**src/rtl/mem_dump_reader_pkg.sv**
```systemverilog
// Shared definitions for the debug memory dump reader.
// DATA_WIDTH is the pipeline data-memory word width.
package mem_dump_reader_pkg;

  localparam int DATA_WIDTH = 32;
  localparam int DUMP_BYTES_PER_WORD = DATA_WIDTH / 8;

  typedef enum logic [2:0] {
    DUMP_IDLE   = 3'd0,
    DUMP_READ   = 3'd1,
    DUMP_WAIT   = 3'd2,
    DUMP_SEND   = 3'd3,
    DUMP_FINISH = 3'd4,
    DUMP_CSUM   = 3'd5
  } dump_state_e;

  function automatic int idx_width(input int bytes);
    return (bytes > 1) ? $clog2(bytes) : 1;
  endfunction

endpackage

```
**src/rtl/mem_dump_reader_word_serializer.sv**
```systemverilog
// Word-to-byte serializer, MSB first, on a valid/ready stream.
// last_o pulses on the handshake of the final byte of a load.
module mem_dump_reader_word_serializer
  import mem_dump_reader_pkg::*;
#(
  parameter int DATA_W = DATA_WIDTH
) (
  input  logic              clk_i,
  input  logic              rst_ni,
  input  logic              load_i,
  input  logic              load_one_i,
  input  logic [DATA_W-1:0] load_data_i,
  input  logic              tx_ready_i,
  output logic [7:0]        tx_data_o,
  output logic              tx_valid_o,
  output logic              last_o
);

  localparam int BPW = DATA_W / 8;
  localparam int IW  = idx_width(BPW);

  logic [DATA_W-1:0] shift_q;
  logic [IW-1:0]     byte_idx_q;
  logic              valid_q;
  logic              hs;

  assign hs         = valid_q & tx_ready_i;
  assign last_o     = hs && (byte_idx_q == IW'(BPW - 1));
  assign tx_data_o  = shift_q[DATA_W-1 -: 8];
  assign tx_valid_o = valid_q;

  // A single-byte load starts at the last index so one handshake ends it
  always_ff @(posedge clk_i or negedge rst_ni) begin
    if (!rst_ni) begin
      shift_q    <= '0;
      byte_idx_q <= '0;
      valid_q    <= 1'b0;
    end else if (load_i) begin
      shift_q    <= load_data_i;
      byte_idx_q <= load_one_i ? IW'(BPW - 1) : '0;
      valid_q    <= 1'b1;
    end else if (hs) begin
      shift_q    <= shift_q << 8;
      byte_idx_q <= last_o ? '0 : byte_idx_q + 1'b1;
      valid_q    <= ~last_o;
    end
  end

endmodule

```
**src/rtl/mem_dump_reader.sv**
```systemverilog
// Debug dump of a word range of data memory as a byte stream.
// Optional trailing XOR byte: define MEM_DUMP_CHECKSUM_EN.
module mem_dump_reader
  import mem_dump_reader_pkg::*;
#(
  parameter int ADDR_W   = 8,
  parameter int DATA_W   = DATA_WIDTH,
  parameter int READ_LAT = 1
) (
  input  logic              clk_i,
  input  logic              reset_ni,
  input  logic              start_i,
  input  logic [ADDR_W-1:0] base_word_i,
  input  logic [ADDR_W:0]   word_count_i,
  output logic              mem_rd_en_o,
  output logic [ADDR_W-1:0] mem_rd_addr_o,
  input  logic [DATA_W-1:0] mem_rd_data_i,
  output logic [7:0]        tx_data_o,
  output logic              tx_valid_o,
  input  logic              tx_ready_i,
  output logic              busy_o,
  output logic              done_o
);

  dump_state_e       state_q;
  logic [ADDR_W-1:0] addr_q;
  logic [ADDR_W-1:0] rd_addr_q;
  logic [ADDR_W:0]   rem_q;
  logic [1:0]        wait_q;
  logic              rd_en_q;
  logic              busy_q;
  logic              done_q;

  logic              load;
  logic              load_one;
  logic [DATA_W-1:0] load_data;
  logic              last;
  logic              wait_last;
  logic              last_word;

  assign wait_last = (state_q == DUMP_WAIT) &&
                     (wait_q == 2'(READ_LAT - 1));
  assign last_word = (rem_q == (ADDR_W+1)'(1));

`ifdef MEM_DUMP_CHECKSUM_EN
  logic [7:0] csum_q;
  logic [7:0] csum_d;
  logic [7:0] csum_byte;
  logic       csum_load;

  assign csum_d = (state_q == DUMP_SEND && tx_valid_o && tx_ready_i) ?
                  csum_q ^ tx_data_o : csum_q;
  assign csum_load =
    (state_q == DUMP_IDLE && start_i && word_count_i == '0) ||
    (state_q == DUMP_SEND && last && last_word);
  // An empty dump still emits a checksum, and csum_q may be stale then
  assign csum_byte = (state_q == DUMP_IDLE) ? 8'h00 : csum_d;
  assign load      = wait_last | csum_load;
  assign load_one  = csum_load;
  assign load_data = csum_load ?
                     (DATA_W'(csum_byte) << (DATA_W - 8)) :
                     mem_rd_data_i;

  always_ff @(posedge clk_i or negedge reset_ni) begin
    if (!reset_ni) begin
      csum_q <= '0;
    end else if (state_q == DUMP_IDLE && start_i) begin
      csum_q <= '0;
    end else begin
      csum_q <= csum_d;
    end
  end
`else
  assign load      = wait_last;
  assign load_one  = 1'b0;
  assign load_data = mem_rd_data_i;
`endif

  mem_dump_reader_word_serializer #(
    .DATA_W (DATA_W)
  ) u_ser (
    .clk_i       (clk_i),
    .rst_ni      (reset_ni),
    .load_i      (load),
    .load_one_i  (load_one),
    .load_data_i (load_data),
    .tx_ready_i  (tx_ready_i),
    .tx_data_o   (tx_data_o),
    .tx_valid_o  (tx_valid_o),
    .last_o      (last)
  );

  always_ff @(posedge clk_i or negedge reset_ni) begin
    if (!reset_ni) begin
      state_q   <= DUMP_IDLE;
      addr_q    <= '0;
      rd_addr_q <= '0;
      rem_q     <= '0;
      wait_q    <= '0;
      rd_en_q   <= 1'b0;
      busy_q    <= 1'b0;
      done_q    <= 1'b0;
    end else begin
      rd_en_q <= 1'b0;
      done_q  <= 1'b0;
      unique case (state_q)
        DUMP_IDLE: begin
          if (start_i) begin
            addr_q <= base_word_i;
            rem_q  <= word_count_i;
            busy_q <= 1'b1;
            if (word_count_i == '0) begin
`ifdef MEM_DUMP_CHECKSUM_EN
              state_q <= DUMP_CSUM;
`else
              state_q <= DUMP_FINISH;
              done_q  <= 1'b1;
`endif
            end else begin
              state_q   <= DUMP_READ;
              rd_en_q   <= 1'b1;
              rd_addr_q <= base_word_i;
            end
          end
        end
        DUMP_READ: begin
          wait_q  <= '0;
          state_q <= DUMP_WAIT;
        end
        DUMP_WAIT: begin
          if (wait_last) state_q <= DUMP_SEND;
          else wait_q <= wait_q + 1'b1;
        end
        DUMP_SEND: begin
          if (last) begin
            rem_q  <= rem_q - 1'b1;
            addr_q <= addr_q + 1'b1;
            if (!last_word) begin
              state_q   <= DUMP_READ;
              rd_en_q   <= 1'b1;
              rd_addr_q <= addr_q + 1'b1;
            end else begin
`ifdef MEM_DUMP_CHECKSUM_EN
              state_q <= DUMP_CSUM;
`else
              state_q <= DUMP_FINISH;
              done_q  <= 1'b1;
`endif
            end
          end
        end
`ifdef MEM_DUMP_CHECKSUM_EN
        DUMP_CSUM: begin
          if (last) begin
            state_q <= DUMP_FINISH;
            done_q  <= 1'b1;
          end
        end
`endif
        DUMP_FINISH: begin
          busy_q  <= 1'b0;
          state_q <= DUMP_IDLE;
        end
        default: state_q <= DUMP_IDLE;
      endcase
    end
  end

  assign mem_rd_en_o   = rd_en_q;
  assign mem_rd_addr_o = rd_addr_q;
  assign busy_o        = busy_q;
  assign done_o        = done_q;

endmodule

```
**config.mk**
```make
export PLATFORM = sky130hd
export DESIGN_NAME = mem_dump_reader
export DESIGN_NICKNAME = d
export VERILOG_FILES = /design/src/rtl/mem_dump_reader_pkg.sv /design/src/rtl/mem_dump_reader_word_serializer.sv /design/src/rtl/mem_dump_reader.sv
export SDC_FILE = /design/constraint.sdc
export NUM_CORES = 1
export LEC_CHECK = 0
export ABC_AREA = 1
export CORE_MARGIN = 5
export CORE_UTILIZATION = 35
export CTS_CLUSTER_DIAMETER = 80
export DETAILED_ROUTE_END_ITERATION = 6
export GPL_TIMING_DRIVEN = 1
export PLACE_DENSITY = 0.67
export REMOVE_ABC_BUFFERS = 1
export SYNTH_ARGS = -nofsm -noshare
export SYNTH_HDL_FRONTEND = slang
export SYNTH_SLANG_ARGS = --single-unit
```
**constraint.sdc**
```tcl
create_clock -name clk_i -period 2.6 [get_ports clk_i]
set_input_delay 0.26 -clock clk_i [delete_from_list [all_inputs] [get_ports clk_i]]
set_output_delay 0.26 -clock clk_i [all_outputs]
set_load 0.1 [all_outputs]
```
After elaboration in Yosys (flattened, before gate mapping)

Cells that the tools add are included.

Bits in registers: 68
Input bits: 53
Output and inout bits: 20
Word-level logic and storage cells: 81

Add/subtract/negate cells: 4
Eq/ne operators: 12
Muxes and demuxes: 38
Bitwise gates (word level): 2
Reductions and logical operators: 14

Operators with widths:

| cell                                                                  | count |
|---|---|
| 32-bit 2-to-1 mux                                                     | 2 |
| 8-bit 2-to-1 mux                                                      | 6 |
| 8-bit case mux with 2 select lines                                    | 2 |
| 9-bit 2-to-1 mux                                                      | 2 |
| 9-bit case mux with 2 select lines                                    | 1 |
| 3-bit 2-to-1 mux                                                      | 5 |
| 3-bit case mux with 4 select lines                                    | 1 |
| 1-bit 2-to-1 mux                                                      | 11 |
| 2-bit inequality test, second input constant                          | 5 |
| 9-bit by 1-bit equality test with 1-bit output, second input constant | 1 |
| 9-bit zero test                                                       | 1 |
| 9-bit by 1-bit subtractor with 9-bit output, second input constant    | 1 |
| 8-bit by 1-bit adder with 8-bit output, second input constant         | 1 |
| 2-bit 2-to-1 mux                                                      | 4 |
| 2-bit nonzero test                                                    | 4 |
| 3-bit by 2-bit equality test with 1-bit output, second input constant | 2 |
| 1-bit case mux with 2 select lines                                    | 3 |
| 3-bit AND reduction                                                   | 2 |
| 5-bit AND reduction                                                   | 1 |
| 2-bit by 1-bit adder with 2-bit output, second input constant         | 2 |
| 2-bit case mux with 2 select lines                                    | 1 |
| 2-bit AND reduction                                                   | 2 |
| 3-bit by 1-bit equality test with 1-bit output, second input constant | 1 |
| 3-bit equality test, second input constant                            | 1 |
| 7 further kinds                                                       | 8 |

Logic depth before layout (Yosys ltp)

Word-level depth: 5
Mapped depth: 9

Cells and area by module

A second synthesis with hierarchy kept.

Cell total of the unflattened synthesis: 517
Area, all modules: 3,774.9 sq um

By module, submodules not included:

| module                          | times used | cells each | area each (sq um) |
|---|---|---|---|
| mem_dump_reader                 | 1          | 280        | 1,969.4 |
| mem_dump_reader_word_serializer | 1          | 237        | 1,805.5 |

Worst setup path after synthesis

No wires, ideal clock.

Path type: flip-flop to flip-flop
Start: reg u_ser.valid_q (netlist: u_ser.tx_valid_o)
End: reg rem_q[0]
Library setup time: 128 ps
Arrival: 1,875 ps
Required time: 2,472 ps
Slack: 597 ps
Cell stages (with the launch flop): 9
Path buffers: 1
Period minus slack after synthesis: 2,003 ps
Path through: dfrtp_1 nand2_2 inv_2 nand2_1 nand2_2 nand3_4 inv_4 buf_6 o21ai_0

Word-level cells in the longest chain between the ends: 4

Ends and longest elaborated chain:

| what                                                              | RTL line                              | source |
|---|---|---|
| from (decl)                                                       | mem_dump_reader_word_serializer.sv:24 | `logic valid_q;` |
| from (signal assigned)                                            | mem_dump_reader_word_serializer.sv:45 | `valid_q <= ~last_o;` |
| 1-bit AND                                                         | mem_dump_reader_word_serializer.sv:27 | `assign hs = valid_q & tx_ready_i;` |
| 1-bit logical AND                                                 | mem_dump_reader_word_serializer.sv:28 | `assign last_o = hs && (byte_idx_q == IW'(BPW - 1));` |
| 2-bit by 1-bit inequality test with 1-bit output (no source line) | -                                     |  |
| 3-bit AND reduction (no source line)                              | -                                     |  |
| to (signal assigned)                                              | mem_dump_reader.sv:110                | `rem_q <= word_count_i;` |
| to (signal assigned)                                              | mem_dump_reader.sv:136                | `rem_q <= rem_q - 1'b1;` |
| to (decl)                                                         | mem_dump_reader.sv:28                 | `logic [ADDR_W:0] rem_q;` |

No other way between the ends.
A chain may end at the register's enable or synchronous reset.

Worst setup path after layout

Start: reg state_q[2]
End: reg u_ser.shift_q[30]

Word-level cells in the longest chain between the ends: 3

Ends and longest elaborated chain:

| what                                                    | RTL line                              | source |
|---|---|---|
| from (decl)                                             | mem_dump_reader.sv:25                 | `dump_state_e state_q;` |
| from (signal assigned)                                  | mem_dump_reader.sv:95                 | `state_q <= DUMP_IDLE;` |
| from (signal assigned)                                  | mem_dump_reader.sv:116                | `state_q <= DUMP_FINISH;` |
| from (signal assigned)                                  | mem_dump_reader.sv:120                | `state_q <= DUMP_READ;` |
| 3-bit by 2-bit equality test with 1-bit output (*)      | mem_dump_reader.sv:41                 | `assign wait_last = (state_q == DUMP_WAIT) &&` |
| 1-bit logical AND (*)                                   | mem_dump_reader.sv:41                 |  |
| 32-bit 2-to-1 mux or 2-bit nonzero test (tied branches) | -                                     |  |
| to (signal assigned)                                    | mem_dump_reader_word_serializer.sv:39 | `shift_q <= load_data_i;` |
| to (signal assigned)                                    | mem_dump_reader_word_serializer.sv:43 | `shift_q <= shift_q << 8;` |
| to (decl)                                               | mem_dump_reader_word_serializer.sv:22 | `logic [DATA_W-1:0] shift_q;` |

Mark *: on every way between the ends. The rest lies on a longest branch, timed or not.

==> metrics.cfg <==
[outcome]
status = finished, final reports clean

[cells_and_area]
utilization = 0.448
num-fill-cells = 1036
final_common_cell = nand2_1
nets = 607
final_cell_mix = nand2_1 (168), nand3_1 (90), dfrtp_1 (68), clkdlybuf4s50_1 (51), inv_1 (36)
diodes = 0
drive_above_1_share = 0.114
areaGrowthSynthToFinish_pct = 26.3
stdcell_count = 690

[timing]
fin_tns_setup_ps = 0
drv_slew = 0
fmax_ghz = 0.522
fin_worst_skew_ps = 14.5
slew-limit-headroom = 0.577
post-route-min-period_ps = 1920
grt_setup_unrepaired = no
finalCritPeriodShare = 0.737
hold_violations = 0
setup_viol = 0
worst_slew_pin_slew_ps = 634

[floorplan]
die_w_um = 112
pin_count = 73
core_mm2 = 0.0102
num_rows = 37
die_height_um = 112
start_util = 0.354
die_area_mm2 = 0.0124

[cts]
cts_tree = built
root_buffer = clkbuf_8
clock_sinks = 68
clkTransAtPathRegs_ps = 80
cts_htree_levels = 3
insertion_delay_ps = 350
cts_buffers = 9
cts-resized-gates = 0
cts.path.max_buffers = 2

[global_route]
grt_max_degree = 43
antenna_found_initial = 0
grt_usage = 0.143
grt_pass1_wl_um = 14800
grt_remaining_overflow = 0
grt_pass1_vias = 3209

[synthesis]
yosys.area.top_type = dfrtp_1
ys_types = 30
netlist_area_mm2 = 0.00361
synth_top_area_share = 0.472
syn-mean-instance-area_um2 = 7.47
yosysWarnings = 0
synth_seq_cells = 68
synthTopCellsByArea = dfrtp_1 (47%), nand2_1 (17%), nand3_1 (12%)
ys_seq_area_frac = 0.472
syn_inst = 483

[routing]
drt_wl_total_um = 8590
ant_nets = 0
first_iter_violations = 123
dr.pass1.iters = 4
drc_errors = 0
vias = 3292
via_per_inst = 4.77
avgRoutedWirePerCell_um = 12.5

[critical_path]
worstRegToRegCells = 5
critPathRequiredTime_ps = 2870
cp-start-kind = flip-flop
cp_max_fo = 32
critPathKind = reg2reg
ff2ff_setup_slack_ps = 680
r2r_start = state_q[2]
r2r_end = u_ser.shift_q[30]
endpoint_kind = flip-flop
arrival_ps = 2190

[power_and_ir_drop]
intPower_w = 0.00284
p_clk_frac = 0.132
sw_frac_of_total = 0.524
p_switching_w = 0.00313
p_comb_frac = 0.560
power_leakage_nw = 2.28
peakVddDrop_mv = 0.788
p_per_area_mw_per_mm2 = 1310
seqPwrFrac = 0.308

[placed_design]
dpl.hpwl_um = 6300
place.gp.congestion = 0.838
placedCellCount = 673
io_buffers = 72

[hold_path]
hold_path_depth = 3
min_to = u_ser.shift_q[3]
worstHoldStart = mem_rd_data_i[3]
min_path_type = in2reg

[flow_run]
drv_cap = 0

Yosys cell counts (all sizes together):
| cell type | instances |
|---|---|
| buf | 20 |
| nand3b | 1 |
| a31oi | 1 |
| clkbuf | 6 |
| inv | 41 |
| o211ai | 4 |
| nand3 | 91 |
| o21ai | 24 |
| or2 | 4 |
| a21oi | 1 |
| xnor2 | 2 |
| nand4 | 3 |
| o21bai | 3 |
| dfrtp | 68 |
| nor3 | 2 |
| nand2 | 172 |
| nor2 | 34 |
| a21o | 1 |
| ha | 5 |
worst max path at each step:
stage	cells after the start	start	endpoint	slack, ps
after detailed placement	5	state_q[2]	u_ser.shift_q[13]	700
after CTS	5	state_q[2]	u_ser.shift_q[30]	660
after floorplan	7	u_ser.tx_valid_o	rem_q[0]	40
final	5	state_q[2]	u_ser.shift_q[30]	680
after global routing	5	state_q[2]	u_ser.shift_q[14]	460
after global placement	5	state_q[2]	u_ser.shift_q[14]	720
registers in the layout (all words and copies together), names as in the netlist:
signal            count
rem_q                 9
wait_q                2
u_ser.shift_q        32
done_o                1
state_q               3
mem_rd_en_o           1
u_ser.tx_valid_o      1
u_ser.byte_idx_q      2
busy_o                1
addr_q                8
mem_rd_addr_o         8
final cells by class:
cell class / count / area (um^2) / share of cell area
repair buffers: 81 / 748 / 0.164
clock buffers: 10 / 138 / 0.0302
well taps: 136 / 170 / 0.0373
clock inverters: 6 / 40.0 / 0.00878
multi-input cells: 348 / 1600 / 0.352
flip-flops and latches: 68 / 1700 / 0.373
inverters: 41 / 156 / 0.0343
worst max-delay path: stages (launching register included):
cell	delay, ps
dfrtp_1	470
nor3_2	260
nand2_1	350
inv_2	510
nand2_1	130
nand3_1	110
power by group through the flow:
stage / Clock, W / Sequential [W] / Combinational (W)
detailed placement: 0 / 0.00186 / 0.00336
CTS: 0.000808 / 0.00184 / 0.00337
global placement: 0 / 0.00185 / 0.00328
finish: 0.000788 / 0.00184 / 0.00334
global route: 0.000866 / 0.00190 / 0.00369
floorplan: 0 / 0.00271 / 0.00161
cell families after synthesis:
| group | synth area share |
|---|---|
| simple gates | 0.368 |
| buf+inv | 0.0839 |
| flops | 0.472 |
| xor+xnor | 0.00486 |
| compound gates | 0.0541 |
| fa+ha+maj | 0.0173 |
routing by layer:
metal  up-vias  global-route usage  wire length (um)  part of all wire
met5         -                   0                 0                 0
met4         0              0.0341                62            0.0072
met3         8              0.0538               464             0.054
met2        84               0.234              4040              0.47
met1      1532               0.181              4020              0.47
li1       1668                   -                 -                 -
timing repair:
action,CTS,global route
hold buffers,1,0
setup buffers,0,0
endpoints found under the setup margin,0,0
endpoints found under the hold margin,26,0
per-stage QoR:
stage	total power, W	instance area, um^2	hold WS, ps	setup WS, ps
after floorplan	0.00432	3460	-35.6	35.4
after global placement	0.00513	4370	313	720
after detailed placement	0.00522	4370	320	698
after CTS	0.00602	4560	431	664
after global routing	0.00646	4560	435	461
final	0.00598	4560	446	684
No activity file was read; power rests on OpenSTA's default activity.
